## src/rtl/data_port_arbiter_pkg.sv

```systemverilog
// -----------------------------------------------------------------------------
// data_port_arbiter_pkg
// Shared definitions for the data-RAM port A arbiter: the grant-source
// encoding and the registered grant-owner FSM states built on it, plus
// a helper that picks the next owner from this cycle's grant decision.
// -----------------------------------------------------------------------------
package data_port_arbiter_pkg;

  // Grant-source codes; the FSM state is simply "who owned the port last cycle".
  localparam logic [1:0] GNT_NONE = 2'd0;
  localparam logic [1:0] GNT_CTRL = 2'd1;
  localparam logic [1:0] GNT_SMP  = 2'd2;

  typedef enum logic [1:0] {
    ST_IDLE = GNT_NONE,
    ST_CTRL = GNT_CTRL,
    ST_SMP  = GNT_SMP
  } arb_state_e;

  // Sample selection always wins over a controller grant (they are exclusive anyway).
  function automatic arb_state_e next_owner(input logic smp_sel, input logic ctrl_gnt);
    arb_state_e st;
    if (smp_sel) begin
      st = ST_SMP;
    end else if (ctrl_gnt) begin
      st = ST_CTRL;
    end else begin
      st = ST_IDLE;
    end
    return st;
  endfunction

endpackage

```

## src/rtl/data_port_arbiter_buf_ptr_wrap.sv

```systemverilog
// -----------------------------------------------------------------------------
// buf_ptr_wrap
// Circular-buffer write head. Resets to BUF_BASE, advances by one on inc and
// wraps from BUF_BASE+BUF_LEN-1 back to BUF_BASE.
// Ports:
//   clk  - clock, rising edge
//   rst  - asynchronous active-low reset
//   inc  - advance the pointer this cycle
//   ptr  - current write address
// -----------------------------------------------------------------------------
module buf_ptr_wrap
  import data_port_arbiter_pkg::*;
#(
  parameter int unsigned ADDR_W   = 6,
  parameter int unsigned BUF_BASE = 0,
  parameter int unsigned BUF_LEN  = 16
) (
  input  logic              clk,
  input  logic              rst,
  input  logic              inc,
  output logic [ADDR_W-1:0] ptr
);

  localparam logic [ADDR_W-1:0] BASE_A = ADDR_W'(BUF_BASE);
  localparam logic [ADDR_W-1:0] LAST_A = ADDR_W'(BUF_BASE + BUF_LEN - 1);
  localparam logic [ADDR_W-1:0] ONE_A  = ADDR_W'(1);

  logic [ADDR_W-1:0] ptr_r;

  // Write-head register with wrap at the last buffer word.
  always_ff @(posedge clk or negedge rst) begin
    if (!rst) begin
      ptr_r <= BASE_A;
    end else if (inc) begin
      if (ptr_r == LAST_A) begin
        ptr_r <= BASE_A;
      end else begin
        ptr_r <= ptr_r + ONE_A;
      end
    end else begin
      ptr_r <= ptr_r;
    end
  end

  assign ptr = ptr_r;

endmodule

```

## src/rtl/data_port_arbiter.sv

```systemverilog
// -----------------------------------------------------------------------------
// data_port_arbiter
// Shares data-RAM port A between the incoming sample stream and controller
// MAC-operand accesses. The controller has priority, but a buffered sample is
// forced through after MAX_WAIT blocked cycles. Owns the circular sample
// buffer write head (wr_ptr). RAM port signals are registered one cycle after
// the grant; controller read data is valid two cycles after the grant.
//
// Build option: define SMP_DROP_EN to make the sample input always ready; a
// sample arriving while one is still buffered replaces it and sets the sticky
// overflow flag. Without it the input back-pressures and overflow stays 0.
//
// Ports:
//   clk, rst (async active-low), en (arbitration enable)
//   smp_valid/smp_data/smp_ready          - sample stream handshake
//   ctrl_req/ctrl_we/ctrl_addr/ctrl_wdata - controller request
//   ctrl_gnt (combinational), ctrl_rvalid, ctrl_rdata
//   ram_en/ram_we/ram_addr/ram_wdata (registered), ram_rdata
//   wr_ptr (next sample address), new_smp (commit pulse), overflow (sticky)
// -----------------------------------------------------------------------------
module data_port_arbiter
  import data_port_arbiter_pkg::*;
#(
  parameter int unsigned DATA_ADDR_WIDTH = 6,
  parameter int unsigned DATA_WIDTH      = 16,
  parameter int unsigned BUF_BASE        = 0,
  parameter int unsigned BUF_LEN         = 16,
  parameter int unsigned MAX_WAIT        = 3
) (
  input  logic                       clk,
  input  logic                       rst,
  input  logic                       en,
  input  logic                       smp_valid,
  input  logic [DATA_WIDTH-1:0]      smp_data,
  output logic                       smp_ready,
  input  logic                       ctrl_req,
  input  logic                       ctrl_we,
  input  logic [DATA_ADDR_WIDTH-1:0] ctrl_addr,
  input  logic [DATA_WIDTH-1:0]      ctrl_wdata,
  output logic                       ctrl_gnt,
  output logic                       ctrl_rvalid,
  output logic [DATA_WIDTH-1:0]      ctrl_rdata,
  output logic                       ram_en,
  output logic                       ram_we,
  output logic [DATA_ADDR_WIDTH-1:0] ram_addr,
  output logic [DATA_WIDTH-1:0]      ram_wdata,
  input  logic [DATA_WIDTH-1:0]      ram_rdata,
  output logic [DATA_ADDR_WIDTH-1:0] wr_ptr,
  output logic                       new_smp,
  output logic                       overflow
);

  localparam int unsigned WAIT_W = $clog2(MAX_WAIT + 1);
  localparam logic [WAIT_W-1:0] WAIT_MAX = WAIT_W'(MAX_WAIT);
  localparam logic [WAIT_W-1:0] WAIT_ONE = WAIT_W'(1);

  arb_state_e                 state_r;
  arb_state_e                 nxt_state_s;
  logic                       pending_r;
  logic [DATA_WIDTH-1:0]      pend_data_r;
  logic [WAIT_W-1:0]          wait_cnt_r;
  logic                       smp_sel_s;
  logic                       ctrl_gnt_s;
  logic                       smp_ready_s;
  logic                       smp_acc_s;
  logic                       rd_issued_s;
  logic                       ctrl_rvalid_r;
  logic                       ram_en_r;
  logic                       ram_we_r;
  logic [DATA_ADDR_WIDTH-1:0] ram_addr_r;
  logic [DATA_WIDTH-1:0]      ram_wdata_r;
  logic                       new_smp_r;
  logic [DATA_ADDR_WIDTH-1:0] wr_ptr_s;

  // Input-ready and per-cycle grant decision; nothing is granted while en=0.
  always_comb begin
    smp_ready_s = 1'b0;
    smp_sel_s   = 1'b0;
    ctrl_gnt_s  = 1'b0;
    if (en) begin
`ifdef SMP_DROP_EN
      smp_ready_s = 1'b1;
`else
      smp_ready_s = ~pending_r;
`endif
      smp_sel_s  = pending_r & (~ctrl_req | (wait_cnt_r == WAIT_MAX));
      ctrl_gnt_s = ctrl_req & ~smp_sel_s;
    end else begin
      smp_ready_s = 1'b0;
      smp_sel_s   = 1'b0;
      ctrl_gnt_s  = 1'b0;
    end
    smp_acc_s   = smp_valid & smp_ready_s;
    nxt_state_s = next_owner(smp_sel_s, ctrl_gnt_s);
  end

  // A read was presented to the RAM last cycle exactly when the controller owned it with we=0.
  assign rd_issued_s = (state_r == ST_CTRL) & ~ram_we_r;

  // Skid register and starvation counter for the buffered sample.
  always_ff @(posedge clk or negedge rst) begin
    if (!rst) begin
      pending_r   <= 1'b0;
      pend_data_r <= {DATA_WIDTH{1'b0}};
      wait_cnt_r  <= {WAIT_W{1'b0}};
    end else begin
      // An accept coinciding with a commit (drop build only) keeps the entry full.
      if (smp_acc_s) begin
        pending_r   <= 1'b1;
        pend_data_r <= smp_data;
      end else if (smp_sel_s) begin
        pending_r   <= 1'b0;
        pend_data_r <= pend_data_r;
      end else begin
        pending_r   <= pending_r;
        pend_data_r <= pend_data_r;
      end
      if (smp_sel_s) begin
        wait_cnt_r <= {WAIT_W{1'b0}};
      end else if (en && pending_r && (wait_cnt_r != WAIT_MAX)) begin
        wait_cnt_r <= wait_cnt_r + WAIT_ONE;
      end else begin
        wait_cnt_r <= wait_cnt_r;
      end
    end
  end

  // Grant-owner FSM with the registered RAM port drive and commit pulse.
  always_ff @(posedge clk or negedge rst) begin
    if (!rst) begin
      state_r     <= ST_IDLE;
      ram_en_r    <= 1'b0;
      ram_we_r    <= 1'b0;
      ram_addr_r  <= {DATA_ADDR_WIDTH{1'b0}};
      ram_wdata_r <= {DATA_WIDTH{1'b0}};
      new_smp_r   <= 1'b0;
    end else begin
      state_r   <= nxt_state_s;
      new_smp_r <= smp_sel_s;
      case (nxt_state_s)
        ST_SMP: begin
          ram_en_r    <= 1'b1;
          ram_we_r    <= 1'b1;
          ram_addr_r  <= wr_ptr_s;
          ram_wdata_r <= pend_data_r;
        end
        ST_CTRL: begin
          ram_en_r    <= 1'b1;
          ram_we_r    <= ctrl_we;
          ram_addr_r  <= ctrl_addr;
          ram_wdata_r <= ctrl_wdata;
        end
        default: begin
          // Address and data hold so the idle port does not toggle.
          ram_en_r    <= 1'b0;
          ram_we_r    <= 1'b0;
          ram_addr_r  <= ram_addr_r;
          ram_wdata_r <= ram_wdata_r;
        end
      endcase
    end
  end

  // Read-data valid: RAM output arrives the cycle after the read was presented.
  always_ff @(posedge clk or negedge rst) begin
    if (!rst) begin
      ctrl_rvalid_r <= 1'b0;
    end else begin
      ctrl_rvalid_r <= rd_issued_s;
    end
  end

`ifdef SMP_DROP_EN
  logic overflow_r;

  // Sticky loss flag: a buffered sample was replaced before it reached the RAM.
  always_ff @(posedge clk or negedge rst) begin
    if (!rst) begin
      overflow_r <= 1'b0;
    end else begin
      overflow_r <= overflow_r | (smp_acc_s & pending_r & ~smp_sel_s);
    end
  end

  assign overflow = overflow_r;
`else
  assign overflow = 1'b0;
`endif

  buf_ptr_wrap #(
    .ADDR_W   (DATA_ADDR_WIDTH),
    .BUF_BASE (BUF_BASE),
    .BUF_LEN  (BUF_LEN)
  ) u_buf_ptr_wrap (
    .clk (clk),
    .rst (rst),
    .inc (smp_sel_s),
    .ptr (wr_ptr_s)
  );

  assign smp_ready   = smp_ready_s;
  assign ctrl_gnt    = ctrl_gnt_s;
  assign ctrl_rvalid = ctrl_rvalid_r;
  assign ctrl_rdata  = ram_rdata;
  assign ram_en      = ram_en_r;
  assign ram_we      = ram_we_r;
  assign ram_addr    = ram_addr_r;
  assign ram_wdata   = ram_wdata_r;
  assign wr_ptr      = wr_ptr_s;
  assign new_smp     = new_smp_r;

endmodule

```

## config.mk

```make
export PLATFORM = sky130hd
export DESIGN_NAME = data_port_arbiter
export DESIGN_NICKNAME = d
export VERILOG_FILES = /design/src/rtl/data_port_arbiter_pkg.sv /design/src/rtl/data_port_arbiter_buf_ptr_wrap.sv /design/src/rtl/data_port_arbiter.sv
export SDC_FILE = /design/constraint.sdc
export NUM_CORES = 1
export LEC_CHECK = 0
export ABC_AREA = 1
export BUFFER_PORTS_ARGS = -buffer_cell sky130_fd_sc_hd__buf_2
export CORE_MARGIN = 3
export CORE_UTILIZATION = 48
export CTS_CLUSTER_DIAMETER = 200
export DETAILED_ROUTE_END_ITERATION = 7
export PLACE_DENSITY = 0.87
export SLEW_MARGIN = 0
export SYNTH_ARGS = -nofsm -noshare
export SYNTH_HDL_FRONTEND = slang
export SYNTH_SLANG_ARGS = --single-unit
```

## constraint.sdc

```tcl
create_clock -name clk -period 2.1 [get_ports clk]
set_clock_uncertainty 0.2 [all_clocks]
set_input_delay 0.42 -clock clk [delete_from_list [all_inputs] [get_ports clk]]
set_output_delay 0.42 -clock clk [all_outputs]
set_load 0.05 [all_outputs]
```

==> impl_metrics.tcl <==
set metrics [dict create \
    min_to "ram_we$_DFF_PN0_" \
    slew_viol_final 0 \
    worstSetupStartpointType "register" \
    synthesis.area_mm2 0.00258 \
    place.port_buffers 77 \
    leakagePower_nw 1.56 \
    outcome "finished clean" \
    holdWs_ns 0.122 \
    path_max_fanout 3 \
    max_stage_delay_ns 0.41 \
    crit_family "flip-flops" \
    synth.yosys.seq_area_share_pct 50.4 \
    holdPathStages 3 \
    rows 26 \
    synthDistinctLibCells 27 \
    layout-drive-gt1-share_pct 35.5 \
    layout_common_cells "buf_2, nand2_1, nand3_1, dfrtp_1, nand3_2" \
    postCtsSetupRepairBufs 0 \
    worst_pin_slew_ns 0.532 \
    grt_overflow 0 \
    yosysTopAreaCellShare_pct 50.4 \
    grt_pass1_wl_mm 8.95 \
    min-delay-start "ctrl_we" \
    worstPathCellList "ha_1 > a21oi_1 > clkbuf_4" \
    grt_antenna_before_repair 0 \
    first_global_vias 1915 \
    r2r_start "pending_r$_DFFE_PN0P_" \
    cts.htree.levels 2 \
    core-area_mm2 0.00517 \
    hp-class "in2reg" \
    synth_warnings 0 \
    hold_viol 0 \
    synthCells 279 \
    cts-root-buf "clkbuf_8" \
    r2r-end "ram_wdata[1]$_DFFE_PN0P_" \
    drv_cap 0 \
    nets 399 \
    setup_violations 0 \
    yosys_register_bits 52 \
    path_buf_inv 1 \
    max_freq_mhz 499 \
    relSlewSlack_pct 64.5 \
    dieArea_mm2 0.00630 \
    layout_commonest_cell "buf_2" \
    cts_num_sinks 52 \
    critPathRequiredTime_ns 1.48 \
    tns_ns 0 \
    place_congestion 0.841 \
    peakVddDrop_mv 0.756 \
    worstPathArrival_ns 1.38 \
    powerDensity_mw_per_mm2 1550 \
    cts_tree "yes" \
    fin_area_mm2 0.00298 \
    r2r_setup_slack_ns 0.43 \
    period_needed_ns 2.00 \
    layout_worst_path_cycle_share_pct 95.3 \
    p_total_mw 4.61 \
    synth_area_leader_cell "dfrtp_1" \
    start_util_pct 50.0 \
    synth_area_per_cell_um2 9.26 \
    drtIter0Drc 122 \
    ios 111 \
    ant_nets 0 \
    clock_latency_ns 0.30 \
    drt_first_pass_iters 4 \
    totalWireLength_mm 5.60 \
    reg2regPathDepth 4 \
    dpl.hpwl_mm 4.17 \
    ctsLongestPathBuffers 2 \
    cts_buffers 5 \
    crit_slowest_cell "dfrtp_1" \
    clk_pin_slew_ns 0.09 \
    grt_max_degree 53 \
    wl_per_cell_um 13.7 \
    dieWidth_um 79.4 \
    drc 0 \
    grtUsageTotal_pct 18.4 \
    num_antenna_cells 0 \
    via_per_inst 5.04 \
    end_kind "primary output" \
    area_delta_synth_final_pct 15.2 \
    vias 2057 \
    rsz0062_at_grt "false" \
    worst-setup-path-type "reg2out" \
    placed_area_mm2 0.00287 \
    synth_area_leaders "dfrtp_1, nand3_1, nand2_1, nand3_2, buf_4" \
    die_h_um 79.4 \
    synth_nets 341 \
]
## worst max-delay path by stage
stage | start | end | slack, ns | cells past startpoint
floorplan | en | ctrl_gnt | 0.003 | 3
global placement | en | ram_wdata[1]$_DFFE_PN0P_ | 0.37 | 6
detailed placement | en | ram_wdata[0]$_DFFE_PN0P_ | 0.33 | 6
CTS | wait_cnt_r[0]$_DFFE_PN0P_ | ctrl_gnt | 0.07 | 3
global route | wait_cnt_r[0]$_DFFE_PN0P_ | ctrl_gnt | 0.01 | 3
finish | wait_cnt_r[0]$_DFFE_PN0P_ | ctrl_gnt | 0.1 | 3
## state kept, by name, summed over array words and instances, names as in the netlist
name	flops
u_buf_ptr_wrap.ptr	6
pend_data_r	16
pending_r	1
state_r	1
ram_wdata	16
ctrl_rvalid	1
wait_cnt_r	2
ram_en	1
ram_we	1
ram_addr	6
new_smp	1
## Yosys cell counts, drive strengths merged
cell	number
nand3	86
nand2	78
dfrtp	52
buf	26
inv	10
a21oi	5
clkbuf	5
nor2	4
nand4	3
o21ai	3
ha	2
and2	1
clkinv	1
conb	1
nor3b	1
xor2	1
## layer usage
metal  GRT usage, %  vias to the layer above  routed length [µm]
met4           6.70                        0                  51
met1           23.9                      965                2390
met2           29.6                       69                2730
met5              0                        -                   0
met3           4.65                        6                 430
li1               -                     1017                   -
## kinds of logic (layout without fill, tap and decap cells)
kind of cell	Yosys count	count (layout)	synth area share (%)
AO/OA/AOI/OAI	8	8	2.42
XOR/XNOR	1	1	0.339
adder cells (fa/ha/maj)	2	2	0.968
buffers and inverters	42	101	10.4
flip-flops	52	52	50.4
other	1	1	0.145
AND/OR/NAND/NOR	173	173	35.4
## worst reg2reg max path, delay by kind of cell (launching register included)
kind | cells | cell delay, ns
and+or+nand+nor | 4 | 0.85
DFF | 1 | 0.56
## repair_timing
item,in CTS,in global routing
hold buffers,1,0
gates resized for setup,0,1
endpoints found under the setup margin,0,1
hold endpoints to repair,52,0
## layout make-up
class	instances	area [µm²]
clock buffers	5	68.8
clock inverters	3	22.5
fillers	461	2200
inverters	11	42.5
multi-input cells	185	1010
flip-flops and latches	52	1300
well taps	70	87.6
repair buffers	82	440
## where the power goes
group          switching, mW  internal (mW)
combinational           1.66          0.571
sequential             0.353           1.45
clock                  0.334          0.239
## metrics by stage
step	std cells	setup slack (ns)	util, %
after floorplan	279	0.00349	-
after global placement	399	0.372	55.5
after detailed placement	399	0.329	55.5
after CTS	408	0.0722	57.5
after global routing	408	0.0126	57.5
final	408	0.0980	57.5
Power figures use the tool's default switching activity.
